$ cat src/rtl/riscv_dmi_responder.sv
// DM-side DMI endpoint: turns one DMI request into a single DM register-bus
// access, guards it with a watchdog and holds the response until consumed.
module riscv_dmi_responder #(
    parameter int unsigned ADDR_WIDTH     = 7,
    parameter int unsigned DATA_WIDTH     = 32,
    parameter int unsigned TIMEOUT_CYCLES = 255
) (
    input  logic                  clk_i,
    input  logic                  rstn_i,
    input  logic                  req_valid_i,
    output logic                  req_ready_o,
    input  logic [ADDR_WIDTH-1:0] req_addr_i,
    input  logic [DATA_WIDTH-1:0] req_data_i,
    input  logic [1:0]            req_op_i,
    output logic                  resp_valid_o,
    input  logic                  resp_ready_i,
    output logic [DATA_WIDTH-1:0] resp_data_o,
    output logic [1:0]            resp_op_o,
    output logic                  reg_valid_o,
    input  logic                  reg_ready_i,
    output logic                  reg_we_o,
    output logic [ADDR_WIDTH-1:0] reg_addr_o,
    output logic [DATA_WIDTH-1:0] reg_wdata_o,
    input  logic                  reg_rvalid_i,
    input  logic [DATA_WIDTH-1:0] reg_rdata_i,
    input  logic                  reg_err_i,
    output logic                  reg_abort_o,
    output logic                  busy_o,
    output logic [1:0]            state_o
);

    // Handshake rule for every channel: a transfer happens on a rising clk_i
    // edge where valid and ready are both high; a valid source holds its
    // payload stable until that edge.

    localparam logic [1:0] OP_NOP       = 2'd0;
    localparam logic [1:0] OP_READ      = 2'd1;
    localparam logic [1:0] OP_WRITE     = 2'd2;
    localparam logic [1:0] OP_RSVD      = 2'd3;
    localparam logic [1:0] RESP_SUCCESS = 2'd0;
    localparam logic [1:0] RESP_FAILED  = 2'd2;

    localparam bit          WD_EN     = (TIMEOUT_CYCLES != 0);
    localparam int unsigned CNT_W     = (TIMEOUT_CYCLES < 2) ? 1 : $clog2(TIMEOUT_CYCLES);
    localparam int unsigned CNT_LIMIT = WD_EN ? TIMEOUT_CYCLES - 1 : 0;

    typedef enum logic [1:0] {
        IDLE      = 2'd0,
        ACCESS    = 2'd1,
        WAIT_RESP = 2'd2,
        RESP      = 2'd3
    } state_t;

    state_t                state_q, state_d;
    logic [ADDR_WIDTH-1:0] addr_q;
    logic [DATA_WIDTH-1:0] data_q;
    logic [1:0]            op_q;
    logic [DATA_WIDTH-1:0] resp_data_q, resp_data_d;
    logic [1:0]            resp_op_q, resp_op_d;
    logic [CNT_W-1:0]      cnt_q, cnt_d;
    logic                  abort_q, abort_d;
    logic                  capture;
    logic                  complete;
    logic                  wait_cycle;
    logic                  fail_abort;

    always_comb begin
        state_d     = state_q;
        resp_data_d = resp_data_q;
        resp_op_d   = resp_op_q;
        cnt_d       = cnt_q;
        abort_d     = 1'b0;
        capture     = 1'b0;
        complete    = 1'b0;
        wait_cycle  = 1'b0;
        fail_abort  = 1'b0;

        case (state_q)
            IDLE: begin
                if (req_valid_i) begin
                    capture = 1'b1;
                    cnt_d   = '0;
                    case (req_op_i)
                        OP_NOP: begin
                            state_d     = RESP;
                            resp_data_d = '0;
                            resp_op_d   = RESP_SUCCESS;
                        end
                        OP_RSVD: begin
                            state_d     = RESP;
                            resp_data_d = '0;
                            resp_op_d   = RESP_FAILED;
                        end
                        default: state_d = ACCESS;
                    endcase
                end
            end
            ACCESS: begin
                // Once the abort pulse is out, any late completion is stale.
                if (abort_q) begin
                    fail_abort = 1'b1;
                end else if (reg_ready_i && reg_rvalid_i) begin
                    complete = 1'b1;
                end else begin
                    wait_cycle = 1'b1;
                    if (reg_ready_i) begin
                        state_d = WAIT_RESP;
                    end
                end
            end
            WAIT_RESP: begin
                if (abort_q) begin
                    fail_abort = 1'b1;
                end else if (reg_rvalid_i) begin
                    complete = 1'b1;
                end else begin
                    wait_cycle = 1'b1;
                end
            end
            RESP: begin
                if (resp_ready_i) begin
                    state_d = IDLE;
                end
            end
            default: state_d = IDLE;
        endcase

        if (complete) begin
            state_d     = RESP;
            resp_op_d   = reg_err_i ? RESP_FAILED : RESP_SUCCESS;
            resp_data_d = (!reg_err_i && op_q == OP_READ) ? reg_rdata_i : '0;
        end

        if (fail_abort) begin
            state_d     = RESP;
            resp_data_d = '0;
            resp_op_d   = RESP_FAILED;
        end

        // Expiry raises abort for the next cycle; the move to RESP follows it.
        if (wait_cycle && WD_EN) begin
            if (cnt_q == CNT_W'(CNT_LIMIT)) begin
                abort_d = 1'b1;
            end else begin
                cnt_d = cnt_q + CNT_W'(1);
            end
        end
    end

    always_ff @(posedge clk_i or negedge rstn_i) begin
        if (!rstn_i) begin
            state_q     <= IDLE;
            addr_q      <= '0;
            data_q      <= '0;
            op_q        <= OP_NOP;
            resp_data_q <= '0;
            resp_op_q   <= RESP_SUCCESS;
            cnt_q       <= '0;
            abort_q     <= 1'b0;
        end else begin
            state_q     <= state_d;
            resp_data_q <= resp_data_d;
            resp_op_q   <= resp_op_d;
            cnt_q       <= cnt_d;
            abort_q     <= abort_d;
            if (capture) begin
                addr_q <= req_addr_i;
                data_q <= req_data_i;
                op_q   <= req_op_i;
            end
        end
    end

    assign req_ready_o  = (state_q == IDLE);
    assign busy_o       = (state_q != IDLE);
    assign resp_valid_o = (state_q == RESP);
    assign resp_data_o  = resp_data_q;
    assign resp_op_o    = resp_op_q;
    assign reg_valid_o  = (state_q == ACCESS) && !abort_q;
    assign reg_we_o     = (state_q == ACCESS) && !abort_q && (op_q == OP_WRITE);
    assign reg_addr_o   = addr_q;
    assign reg_wdata_o  = data_q;
    assign reg_abort_o  = abort_q;
    assign state_o      = state_q;

endmodule

$ cat config.mk
export PLATFORM = sky130hd
export DESIGN_NAME = riscv_dmi_responder
export DESIGN_NICKNAME = d
export VERILOG_FILES = /design/src/rtl/riscv_dmi_responder.sv
export SDC_FILE = /design/constraint.sdc
export NUM_CORES = 1
export LEC_CHECK = 0
export ABC_AREA = 1
export CAP_MARGIN = 40
export CORE_MARGIN = 2
export CORE_UTILIZATION = 39
export CTS_CLUSTER_SIZE = 16
export DETAILED_ROUTE_END_ITERATION = 7
export GPL_ROUTABILITY_DRIVEN = 0
export GPL_TIMING_DRIVEN = 0
export PLACE_DENSITY = 0.86
export SYNTH_ARGS = -nofsm -noshare
export SYNTH_HDL_FRONTEND = slang
export SYNTH_SLANG_ARGS = --single-unit
$ cat constraint.sdc
create_clock -name clk_i -period 1.4 [get_ports clk_i]
set_input_delay 0.14 -clock clk_i [delete_from_list [all_inputs] [get_ports clk_i]]
set_output_delay 0.14 -clock clk_i [all_outputs]
set_load 0.02 [all_outputs]
# Word level (Yosys, flattened, before mapping)
# Cells that the tools add are included.
# W data, S select, Z words.
[word_totals] reg_bits=86 input_bits=80 output_inout_bits=81 word_cells=81
[classes] add_sub_neg=1 eq_ne=12 n_mux=41 n_reduce_logical=19
[op_table] cell="$mux W32" n=6
[op_table] cell="$mux W8" n=4
[op_table] cell="$mux W2" n=13
[op_table] cell="$mux W1" n=14
[op_table] cell="$ne A4 B4 Y1 const B" n=3
[op_table] cell="$reduce_bool A3 Y1" n=3
[op_table] cell="$add A8 B1 Y8 const B" n=1
[op_table] cell="$eq A2 B2 Y1 const B" n=4
[op_table] cell="$eq A8 B8 Y1 const B" n=1
[op_table] cell="$pmux W2 S3" n=1
[op_table] cell="$reduce_and A3 Y1" n=2
[op_table] cell="$reduce_and A6 Y1" n=1
[op_table] cell="$reduce_bool A5 Y1" n=1
[op_table] cell="$eq A2 B1 Y1 const B" n=2
[op_table] cell="$logic_and A1 B1 Y1" n=4
[op_table] cell="$logic_not A2 Y1" n=2
[op_table] cell="$ne A4 B1 Y1 const B" n=1
[op_table] cell="$ne A4 B2 Y1 const B" n=1
[op_table] cell="$pmux W1 S2" n=2
[op_table] cell="$pmux W2 S2" n=1
[op_table] cell="$reduce_bool A4 Y1" n=1
[op_table] cell="$reduce_or A2 Y1" n=2
[op_table] cell="$logic_not A1 Y1" n=2
[op_table] cell="$reduce_bool A2 Y1" n=1

# Depth between registers and ports, before layout
[logic_depth] word_depth=7 depth_mapped=11 mapped_depth_nobuf=10

# Worst setup path before layout
# OpenSTA, ideal clock, no wires.
[synth_timing] path_kind="register to register" start="reg state_q[0] (netlist: state_o[0])" end="reg resp_data_q[12] (netlist: resp_data_o[12])" setup_time_ns=0.117 arrival_time_ns=1.684 required_ns=1.283 slack_ns=-0.402 stages_incl_launch_ff=8 n_path_buf=1 synth_period_minus_slack_ns=1.802 path_cell_list="dfrtp_1 -> inv_1 -> ha_1 -> nand2_1 -> or2_1 -> nand3_4 -> buf_6 -> o21ai_2"
[synth_via] word_cells_on_any_way=12 classes_between="eq/ne: 2; mux: 4; reduce/logical: 6"
[synth_rtl] item="from (decl)" line="54" rtl="state_t state_q, state_d;"
[synth_rtl] item="from (signal assigned)" line="161" rtl="state_q <= state_d;"
[synth_rtl] item="$logic_not A2 Y1"
[synth_rtl] item="named net req_ready_o" line="11" rtl="output logic req_ready_o,"
[synth_rtl] item="$reduce_bool A3 Y1 (no line)"
[synth_rtl] item="$reduce_and A3 Y1 (no line)"
[synth_rtl] item="to (signal assigned)" line="162" rtl="resp_data_q <= resp_data_d;"
[synth_rtl] item="to (decl)" line="58" rtl="logic [DATA_WIDTH-1:0] resp_data_q, resp_data_d;"
# The timed path passes the listed nets, and every way through them passes these cells.
# A chain may end at the register's enable or synchronous reset.

# Worst setup path in the final report
[layout_timing] start="reg state_q[0] (netlist: state_o[0])" end="reg resp_data_q[16] (netlist: resp_data_o[16])"
[layout_via] elab_chain_cells=5 word_cells_on_any_way=12 classes_between="eq/ne: 2; mux: 4; reduce/logical: 6"
[layout_lines] item="$eq A2 B1 Y1 or $eq A2 B2 Y1 (tied branches)" line="78" rtl="case (state_q)"
[layout_lines] item="$reduce_or A2 Y1 (no line)"
[layout_lines] item="$mux W1"
[layout_lines] item="$reduce_bool A3 Y1 (no line)"
[layout_lines] item="$reduce_and A3 Y1 (no line)"
# Several ways; a longest one is shown, not always the timed one.

==> parameters.txt <==
Parameter                              Value

Synthesis
  Register bit total from synthesis ... 85
  Netlist area before placement ... 0.00390 mm²
  Nets in the synthesized netlist ... 526
  Fraction of synthesis flops using an asynchronous set or reset pin ... 100%
  Number of standard cells after synthesis ... 439
  Avg Inst Size Synth ... 8.89 µm²
  Count of unique library cells instantiated by Yosys ... 31
  Synth warn ... 0
  EDFF count, synth ... 0
  Main flop type after synthesis ... dfrtp_1
  Sequential element share of the synthesized area ... 54.5%

Clocking
  Inserted Clock Buffers ... 9
  Maximum clock insertion buffer count ... 2
  Clock transition at the registers of the reported paths ... 90 ps
  Clock H-tree levels ... 3
  Worst-skew pair later-pin latency ... 350 ps
  TritonCTS clock tree ... built
  CTS sink count ... 85
  Clock root cell ... clkbuf_8

Job
  Count of max-cap constraint violations ... 0

STA
  Worst slew slack as a fraction of its limit ... 64.5%
  Total negative slack for setup checks ... -9110 ps
  Setup Viol. Count Final ... 58
  Minimum setup slack in the final design ... -238 ps
  Total count of max-transition violations in the final report ... 0
  Final clock period utilization by the worst path ... 117%
  Maximum clock frequency ... 610 MHz
  RSZ-0062 raised after global routing ... yes
  Clock Skews ... 14.5 ps
  Number of endpoints with negative hold slack in the final report ... 0
  Fin crit period ... 1640 ps
  Slew @ Worst Pin ... 533 ps

Floorplanning
  Area of the die ... 0.0108 mm²
  Core Footprint ... 0.00973 mm²
  Cell Rows ... 36
  Boundary Pins ... 161
  Starting utilization of the core area ... 40.1%
  Horizontal extent of the die ... 104 µm
  Die Ht ... 104 µm

Setup path
  Startpoint class of the critical path ... flip-flop
  Data arrival time of the worst path ... 1900 ps
  Crit path capture type ... flip-flop
  Highest net fanout along the worst path ... 5
  Setup Crit Path Kind ... reg2reg
  Data required, critical path ... 1660 ps

Power and ir drop
  Power per Cell Area ... 1910 mW/mm²
  Maximum vdd ir drop ... 907 µV
  Standby leakage power ... 3.26 nW

Final layout
  Most common library cell in the layout ignoring fill and taps ... nand2_1
  Area growth from synthesis to final layout ... 63.7%
  Final-stage net count ... 721
  Number of antenna cells inserted ... 0
  Proportion of layout cells with a drive suffix above 1 ... 23.8%
  Commonest cells after routing, fill and taps aside ... nand2_1, dfrtp_1, clkdlybuf4s50_1, dlygate4sd2_1, inv_1
  Post-layout util ... 65.7%
  Count of non-filler cells in the finished layout ... 771

Placement
  Port-buffer cells ... 159
  HPWL after detailed placement ... 8010 µm
  Worst setup slack after placement ... -391 ps
  Placed instance count ... 732

Drt
  Vias/cell ... 4.81
  Routed wire length ... 11300 µm
  Iteration-0 DRC Markers ... 185
  Final antenna-violating net count ... 0
  Drt pass-1 iters ... 4
  Routed wire length per instance ... 14.7 µm
  Count of unresolved DRC violations after routing ... 0
  Vias after detailed routing ... 3710

Global route
  Via count of the first global-routing pass ... 3948
  Total gr overflow ... 0
  Antenna violations before repair ... 0
  Pin count of the biggest net entering global routing ... 45
  Total Routing Usage GR ... 21.0%
  Wire length of the first global-routing pass ... 18500 µm

Status
  Run status ... finished, violations left
  Failing checks ... negative setup slack

Hold path
  Worst hold-check path type ... in2async
kinds of logic (layout without fill, tap and decap cells):
family	count (synthesis)	count (layout)	synth area share (%)
and+or+nand+nor	235	235	26.1
DFF	85	85	54.5
buffers and inverters	66	265	8.18
AOI/OAI and AO/OA	42	42	8.18
adders and majority gates	7	7	2.24
xor gates and xnor gates	3	3	0.673
other	1	1	0.0961
sequential cells by signal, summed over array words and instances (netlist names):
register,flops
cnt_q,8
op_q,2
reg_abort_o,1
reg_addr_o,7
reg_wdata_o,32
resp_data_o,32
resp_op_o,1
state_o,2
metal layers:
| metal | global-route usage, % | vias to the layer above | part of all wire, % |
|---|---|---|---|
| met1 | 24.1 | 1773 | 39 |
| li1 | - | 1752 | - |
| met3 | 4.51 | 37 | 5.8 |
| met4 | 9.75 | 0 | 3.3 |
| met5 | 0 | - | 0 |
| met2 | 37.2 | 148 | 52 |
worst max-delay path, cell delays in order, from the launching register on:
cell	delay, ps
dfrtp_2	430
inv_4	70
buf_12	120
ha_4	160
nand3_2	70
nand2_2	70
nand2_4	110
nand3_4	110
buf_6	150
buf_8	130
o21ai_2	130
layout make-up:
cell class                 count  area [µm²]
fill                         799        3340
sequential                    85        2130
timing repair buffer         187        1860
multi-input combinational    288        1640
inverter                      49         204
buffer                        14         185
tap                          133         166
clock buffer                  11         151
clock inverter                 4        47.5
power breakdown:
part	total, mW	internal [mW]	leakage (nW)	switching [mW]
clock	1.76	0.907	0.101	0.851
combinational	6.56	2.93	2.05	3.63
sequential	3.91	3.34	1.11	0.566
synthesized netlist by cell type (2+ instances only):
cell type	number	share of area [%]
clkbuf_1	9	0.87
dfrtp_1	85	55
nand2_2	4	0.64
nand3_2	2	0.51
inv_1	46	4.4
inv_2	2	0.19
nand2_1	176	17
ha_1	7	2.2
nand4_1	7	1.1
nor2_4	2	0.58
a21oi_1	3	0.38
nand3_1	27	3.5
buf_6	4	1.2
nor2_1	9	0.87
o21ai_2	29	6.5
o21ai_0	10	1.3
xnor2_1	3	0.67
stage by stage:
step           cell area [µm²]  hold WS, ps  total power [mW]
2_1_floorplan             3960         -156              7.15
6_report                  6390          303              12.2
3_3_place_gp              5720          462              9.59
5_1_grt                   6390          325              13.0
3_5_place_dp              5740          156              9.82
4_1_cts                   6120          299              11.7
path summary, 6_finish.rpt:
check | depth (start not counted) | to | slack [ps] | startpoint
setup / recovery | 10 | resp_data_o[16] | -240 | state_o[0]
hold / removal | 2 | resp_data_o[8] | 300 | rstn_i
setup reg to reg | 10 | resp_data_o[16] | -240 | state_o[0]
hold reg to reg | 2 | reg_wdata_o[30] | 480 | reg_wdata_o[30]
max in group asynchronous | 3 | reg_wdata_o[29] | 460 | rstn_i
min in group clk_i | 3 | reg_addr_o[3] | 330 | req_addr_i[3]
what timing repair did:
action | 4_1_cts | 5_1_grt
cloned | 3 | 3
hold buffers | 1 | 0
hold endpoints to repair | 41 | 0
gates resized for setup | 135 | 60
setup buffers | 11 | 9
endpoints found under the setup margin | 163 | 81
pin swaps | 9 | 12
(Power assumes the default switching activity.)
